### src/rtl/tracker_sig_qualifier.sv
// Conditions the raw GPS-fix and beacon-force inputs and drives the 2-bit mode
// code (00 beacon, 01 toggle, 11 GPS held) into the downstream tracker FSM.
module tracker_sig_qualifier #(
    parameter int DEB_CYCLES  = 4,
    parameter int LOSS_CYCLES = 16,
    parameter int HOLDOFF     = 8
) (
    input  logic       clk,
    input  logic       rst,
    input  logic       gps_fix_raw,
    input  logic       beacon_raw,
    output logic [1:0] code,
    output logic       gps_locked,
    output logic       lost_pulse,
    output logic       fix_filt
);

    localparam int DW = $clog2(DEB_CYCLES + 1);
    localparam int LW = $clog2(LOSS_CYCLES + 1);
    localparam int HW = (HOLDOFF > 0) ? $clog2(HOLDOFF + 1) : 1;

    localparam logic [DW-1:0] DEB_LAST = DW'(DEB_CYCLES - 1);
    localparam logic [LW-1:0] LOSS_MAX = LW'(LOSS_CYCLES);
    localparam logic [HW-1:0] HOLD_LD  = HW'(HOLDOFF);

    typedef enum logic [1:0] {
        BEACON = 2'd0,
        SW_GPS = 2'd1,
        GPS    = 2'd2,
        SW_BCN = 2'd3
    } state_t;

    state_t          state;
    logic            fix_s1, fix_s2;
    logic            bcn_s1, bcn_s2;
    logic [DW-1:0]   fix_cnt, bcn_cnt;
    logic            bcn_filt, bcn_dly;
    logic            bcn_rise;
    logic [LW-1:0]   loss_cnt;
    logic [HW-1:0]   hold_cnt;

    always_ff @(posedge clk or negedge rst) begin
        if (!rst) begin
            fix_s1 <= 1'b0;
            fix_s2 <= 1'b0;
            bcn_s1 <= 1'b0;
            bcn_s2 <= 1'b0;
        end else begin
            fix_s1 <= gps_fix_raw;
            fix_s2 <= fix_s1;
            bcn_s1 <= beacon_raw;
            bcn_s2 <= bcn_s1;
        end
    end

    // The counter only runs while the synced level disagrees with the filtered one,
    // so it can never exceed DEB_CYCLES-1.
    always_ff @(posedge clk or negedge rst) begin
        if (!rst) begin
            fix_cnt  <= '0;
            fix_filt <= 1'b0;
        end else if (fix_s2 == fix_filt) begin
            fix_cnt <= '0;
        end else if (fix_cnt == DEB_LAST) begin
            fix_filt <= ~fix_filt;
            fix_cnt  <= '0;
        end else begin
            fix_cnt <= fix_cnt + 1'b1;
        end
    end

    always_ff @(posedge clk or negedge rst) begin
        if (!rst) begin
            bcn_cnt  <= '0;
            bcn_filt <= 1'b0;
            bcn_dly  <= 1'b0;
        end else begin
            bcn_dly <= bcn_filt;
            if (bcn_s2 == bcn_filt) begin
                bcn_cnt <= '0;
            end else if (bcn_cnt == DEB_LAST) begin
                bcn_filt <= ~bcn_filt;
                bcn_cnt  <= '0;
            end else begin
                bcn_cnt <= bcn_cnt + 1'b1;
            end
        end
    end

    assign bcn_rise = bcn_filt & ~bcn_dly;

    // Outputs are registered from the next state, so code always reflects the
    // state the FSM has just entered.
    always_ff @(posedge clk or negedge rst) begin
        if (!rst) begin
            state      <= BEACON;
            code       <= 2'b00;
            gps_locked <= 1'b0;
            lost_pulse <= 1'b0;
            loss_cnt   <= '0;
            hold_cnt   <= '0;
        end else begin
            lost_pulse <= 1'b0;
            case (state)
                BEACON: begin
                    if (hold_cnt != '0) begin
                        hold_cnt <= hold_cnt - 1'b1;
                    end
                    if (fix_filt && (hold_cnt == '0) && !bcn_rise) begin
                        state <= SW_GPS;
                        code  <= 2'b01;
                    end
                end
                SW_GPS: begin
                    state      <= GPS;
                    code       <= 2'b11;
                    gps_locked <= 1'b1;
                    loss_cnt   <= '0;
                end
                GPS: begin
                    // Beacon force takes priority; a loss already counted out is
                    // declared even if the fix has just come back.
                    if (bcn_rise) begin
                        state      <= SW_BCN;
                        code       <= 2'b01;
                        gps_locked <= 1'b0;
                    end else if (loss_cnt == LOSS_MAX) begin
                        state      <= SW_BCN;
                        code       <= 2'b01;
                        gps_locked <= 1'b0;
                        lost_pulse <= 1'b1;
                    end else if (fix_filt) begin
                        loss_cnt <= '0;
                    end else begin
                        loss_cnt <= loss_cnt + 1'b1;
                    end
                end
                SW_BCN: begin
                    state    <= BEACON;
                    code     <= 2'b00;
                    hold_cnt <= HOLD_LD;
                    loss_cnt <= '0;
                end
                default: begin
                    state      <= BEACON;
                    code       <= 2'b00;
                    gps_locked <= 1'b0;
                end
            endcase
        end
    end

endmodule

### config.mk
export PLATFORM = sky130hd
export DESIGN_NAME = tracker_sig_qualifier
export DESIGN_NICKNAME = d
export VERILOG_FILES = /design/src/rtl/tracker_sig_qualifier.sv
export SDC_FILE = /design/constraint.sdc
export NUM_CORES = 1
export LEC_CHECK = 0
export CAP_MARGIN = 25
export CORE_MARGIN = 4
export CORE_UTILIZATION = 40
export CTS_CLUSTER_DIAMETER = 100
export DETAILED_ROUTE_END_ITERATION = 8
export PLACE_DENSITY = 0.6
export SYNTH_ARGS = -nofsm -noshare
export SYNTH_HDL_FRONTEND = slang
export SYNTH_SLANG_ARGS = --single-unit
### constraint.sdc
create_clock -name clk -period 1.95 [get_ports clk]
set_input_delay 0.39 -clock clk [delete_from_list [all_inputs] [get_ports clk]]
set_output_delay 0.39 -clock clk [all_outputs]
set_load 0.005 [all_outputs]
After elaboration in Yosys (flattened, before gate mapping)
Cells that the tools add are included.
Storage, ports and cells
  register bits: 28
  output and inout port bits: 5
  word-level logic and storage cells: 77
Operators by class
  add/subtract/negate cells: 4
  equal/unequal tests: 13
  multiplexer cells: 23
  bitwise gates (word level): 6
  reduce and logical (&&, ||, !) cells: 16
Operator list (count)
  one-hot mux 2 bit (4 select lines): 2
  2-to-1 mux 5 bit: 3
  2-to-1 mux 3 bit: 4
  2-to-1 mux 2 bit: 5
  one-hot mux 5 bit (2 select lines): 1
  AND reduction 2 bit: 5
  inequality test 2 bit, second input constant: 4
  one-hot mux 4 bit (2 select lines): 1
  adder 3 x 1 -> 3 bit, second input constant: 2
  == test 3 x 2 -> 1 bit, second input constant: 2
  nonzero test 2 bit: 3
  adder 5 x 1 -> 5 bit, second input constant: 1
  == test 5 bit, second input constant: 1
  2-to-1 mux 1 bit: 5
  NOT 1 bit: 5
  == test 2 bit, second input constant: 2
  logical NOT 4 bit: 1
  2-to-1 mux 4 bit: 1
  nonzero test 4 bit: 1
  subtractor 4 x 1 -> 4 bit, second input constant: 1
  inequality test 3 bit, second input constant: 1
  AND reduction 3 bit: 1
  == test 1 bit: 2
  == test 2 x 1 -> 1 bit, second input constant: 1
  other kinds (6): 7

Logic depth before layout (Yosys ltp)
  depth in word-level cells: 6
  depth in mapped cells: 6
  gate-level depth less buffers: 6

Worst setup path after synthesis
OpenSTA, ideal clock, no wires.
  path kind: reg-to-reg
  from: register state[0]
  to: register code[1]
  setup time: 125 ps
  arrival: 1525 ps
  required time: 1825 ps
  setup slack: 300 ps
  cell stages (with the launch flop): 7
  period minus slack after synthesis: 1650 ps
  cell sequence: dfrtp_1 -> inv_1 -> ha_1 -> inv_1 -> a31oi_1 -> a21o_1 -> mux2_2
On the way
  longest elaborated chain between the ends: 3
  elaborated cells between the ends (all ways): 8
RTL lines
  from (decl): line 33  | state_t state;
  from (signal assigned): line 96  | state <= BEACON;
  from (signal assigned): line 110  | state <= SW_GPS;
  from (signal assigned): line 115  | state <= GPS;
  == test 2 bit or logical NOT 2 bit (tied branches): line 104  | case (state)
  inequality test 3 bit (no line) or inequality test 2 bit (tied branches)
  AND reduction 2 bit (no line)
  to (signal assigned): line 97  | code <= 2'b00;
  to (signal assigned): line 111  | code <= 2'b01;
  to (signal assigned): line 116  | code <= 2'b11;
  to (decl): line 12  | output logic [1:0] code,
Parallel ways exist; a longest one is shown, timed or not.
A chain may end at the register's enable or synchronous reset.

Worst setup path after layout
Ends and elaborated chain as after synthesis.

==> results.ini <==
[global_route]
grt_pass1_wl_um = 3820
grt_start_max_net_pins = 29
grt-ovfl-total = 0
first_global_vias = 865
track_usage_pct = 11.7
use_met1_pct = 14.6
met3_usage_pct = 2.91
antenna_found_initial = 0
top_usage_layer = met2
grt.met2_usage_pct = 18.2

[clock_network]
clk_path_buf_depth = 2
clkSinkCount = 28
tritoncts = built
numCtsBuffers = 3
insertion_delay_ns = 0.34
cts_hold_buffers = 0
root_buffer = clkbuf_4
clk_pin_slew_worst_paths_ns = 0.14
cts_max_level = 1

[cells_and_area]
n_antenna_cell = 0
fillers = 316
regArea_um2 = 701
nets = 146
multiInputGateArea_um2 = 574
drive_gt1_share_pct = 13.1
syn_to_final_growth_pct = 16.2
stdcell_count = 174

[floorplan]
start_util_pct = 42.2
fp.dieH_um = 65.2
die_w_um = 65.2
die_area_um2 = 4250
core_area_um2 = 3100
num_rows = 20
io_pins = 9

[power_and_ir_drop]
leakage_nw = 0.703
p_per_area_nw_per_um2 = 1490
p_total_mw = 2.26
peakVddDrop_mv = 0.598

[critical_path]
crit_arrival_ns = 2.05
cp-end-kind = flop
crit_type = reg -> reg
cp_data_required_time_ns = 2.19
startpoint_type = flop
crit_path_max_fanout = 6

[placement]
port_buffers = 8
dp.cells = 170
place_congestion = 0.834
pre_cts_slack_ns = 0.131
place_hpwl_um = 1590

[route]
vias = 867
wire_per_inst_um = 12.2
ant_nets = 0
avgViaCountPerCell = 4.98
drt_pass1_iterations = 3
routed_wl_um = 2130
route.detailed.drc = 0
first_iter_violations = 63

[sta]
finalMaxSlewViolations = 0
fin_crit_sh_pct = 92.5
hold_viol_final = 0
rsz0062_at_grt = no
tightest_slew_ns = 0.409
period_minus_slack_ns = 1.80
fin_ws_ns = 0.147
finClkSkew_ns = 0.00123
final.setup.tns_ns = 0
clock.fmax_mhz = 555
setup_viol = 0
relSlewSlack_pct = 72.8

[synth]
synthCells = 115
synthTopCellsByArea = dfrtp_1 53%, ha_1 11%, mux2_2 3.4%, o21ai_0 3.1%, inv_1 2.9%
ys_async_sr_fraction_pct = 100
netlist-cell-type-count = 28
yosys.area.top_type = dfrtp_1
synthesis.area_um2 = 1310
synth_edf_count = 0
synth_common_cells = 28 x dfrtp_1, 11 x ha_1, 10 x inv_1, 8 x o21ai_0, 7 x nand3_1
seq_area_frac_synth_pct = 53.5
netlist.area_leader.share_pct = 53.5
synth-warning-count = 0
ys.flop_type = dfrtp_1
yosysMostFrequentCell = dfrtp_1
syn_nets = 130
avgSynthCellArea_um2 = 11.4
synth_seq_cells = 28

[flow_run]
max_cap_viol_count = 0

[status]
outcome = finished clean

[min_path]
hold_class = reg -> reg

final timing paths:
kind                                 startpoint                      end  slack, ns  cells past startpoint
setup / recovery           state[0]$_DFFE_PN0P_      code[1]$_DFFE_PN0P_       0.15                      6
hold / removal                 fix_s1$_DFF_PN0_         fix_s2$_DFF_PN0_       0.37                      0
setup reg to reg           state[0]$_DFFE_PN0P_      code[1]$_DFFE_PN0P_       0.15                      6
hold reg to reg                fix_s1$_DFF_PN0_         fix_s2$_DFF_PN0_       0.37                      0
max in group asynchronous                   rst  hold_cnt[3]$_DFFE_PN0P_       1.29                      2
min in group asynchronous                   rst     fix_cnt[2]$_DFF_PN0_       0.40                      2
area by class of cell:
cell class	instances	area share, %
Clock inverter	1	1.97
Multi-Input combinational cell	77	37.7
Timing Repair Buffer	11	6.74
Tap cell	44	3.62
Clock buffer	3	1.48
Inverter	10	2.47
Sequential cell	28	46.0
registers in the layout (all words and copies together) (netlist names), 2 cells and up:
name	cells
loss_cnt	5
hold_cnt	4
bcn_cnt	3
fix_cnt	3
code	2
state	2
metal layers:
layer  share of wire, %  up-vias
li1                   -      429
met1                 48      423
met2                 46       10
met3                3.4        5
met4                3.0        0
met5                  0        -
timing repair:
action | in CTS | in global routing
endpoints found under the hold margin | 0 | 0
gates resized for setup | 0 | 1
endpoints found under the setup margin | 0 | 2
setup buffers | 0 | 0
cell families after synthesis:
kind of cell    after synthesis  share of synthesized area [%]
mux                           6                           4.97
xor+xnor                      2                           1.34
compound gates               19                           9.84
flops                        28                           53.5
simple gates                 39                           17.0
buf+inv                      10                           2.87
fa+ha+maj                    11                           10.5
critical path: stages, from the launching register on:
cell and delay, ns:
dfrtp_1 0.44, inv_1 0.15, ha_2 0.25, inv_1 0.11, a31oi_1 0.20, a21o_1 0.20
mux2_2 0.35
cells in the final DEF, fill, tap and decap left out, drive strengths merged, types with 5 or more instances in the layout:
cell / synthesis / routed
dfrtp: 28 / 28
ha: 11 / 11
inv: 10 / 10
o21ai: 8 / 8
clkdlybuf4s50: 0 / 8
nand3: 7 / 7
nor3: 6 / 6
nor2: 5 / 5
nand2: 5 / 5
nor3b: 5 / 5
per-stage QoR:
stage                     util, %  hold WS [ns]  area, µm²
after global placement       47.3         0.335       1470
after CTS                    49.0         0.371       1520
after global routing         49.1         0.391       1520
after floorplan                 -        0.0944       1310
after detailed placement     47.3         0.336       1470
final                        49.1         0.367       1520
where the power goes:
part	leakage, nW	internal (mW)	switching (mW)
sequential	0.349	0.751	0.148
clock	0.0279	0.208	0.172
combinational	0.326	0.477	0.508
total	0.703	1.44	0.828
(Power assumes the default switching activity.)
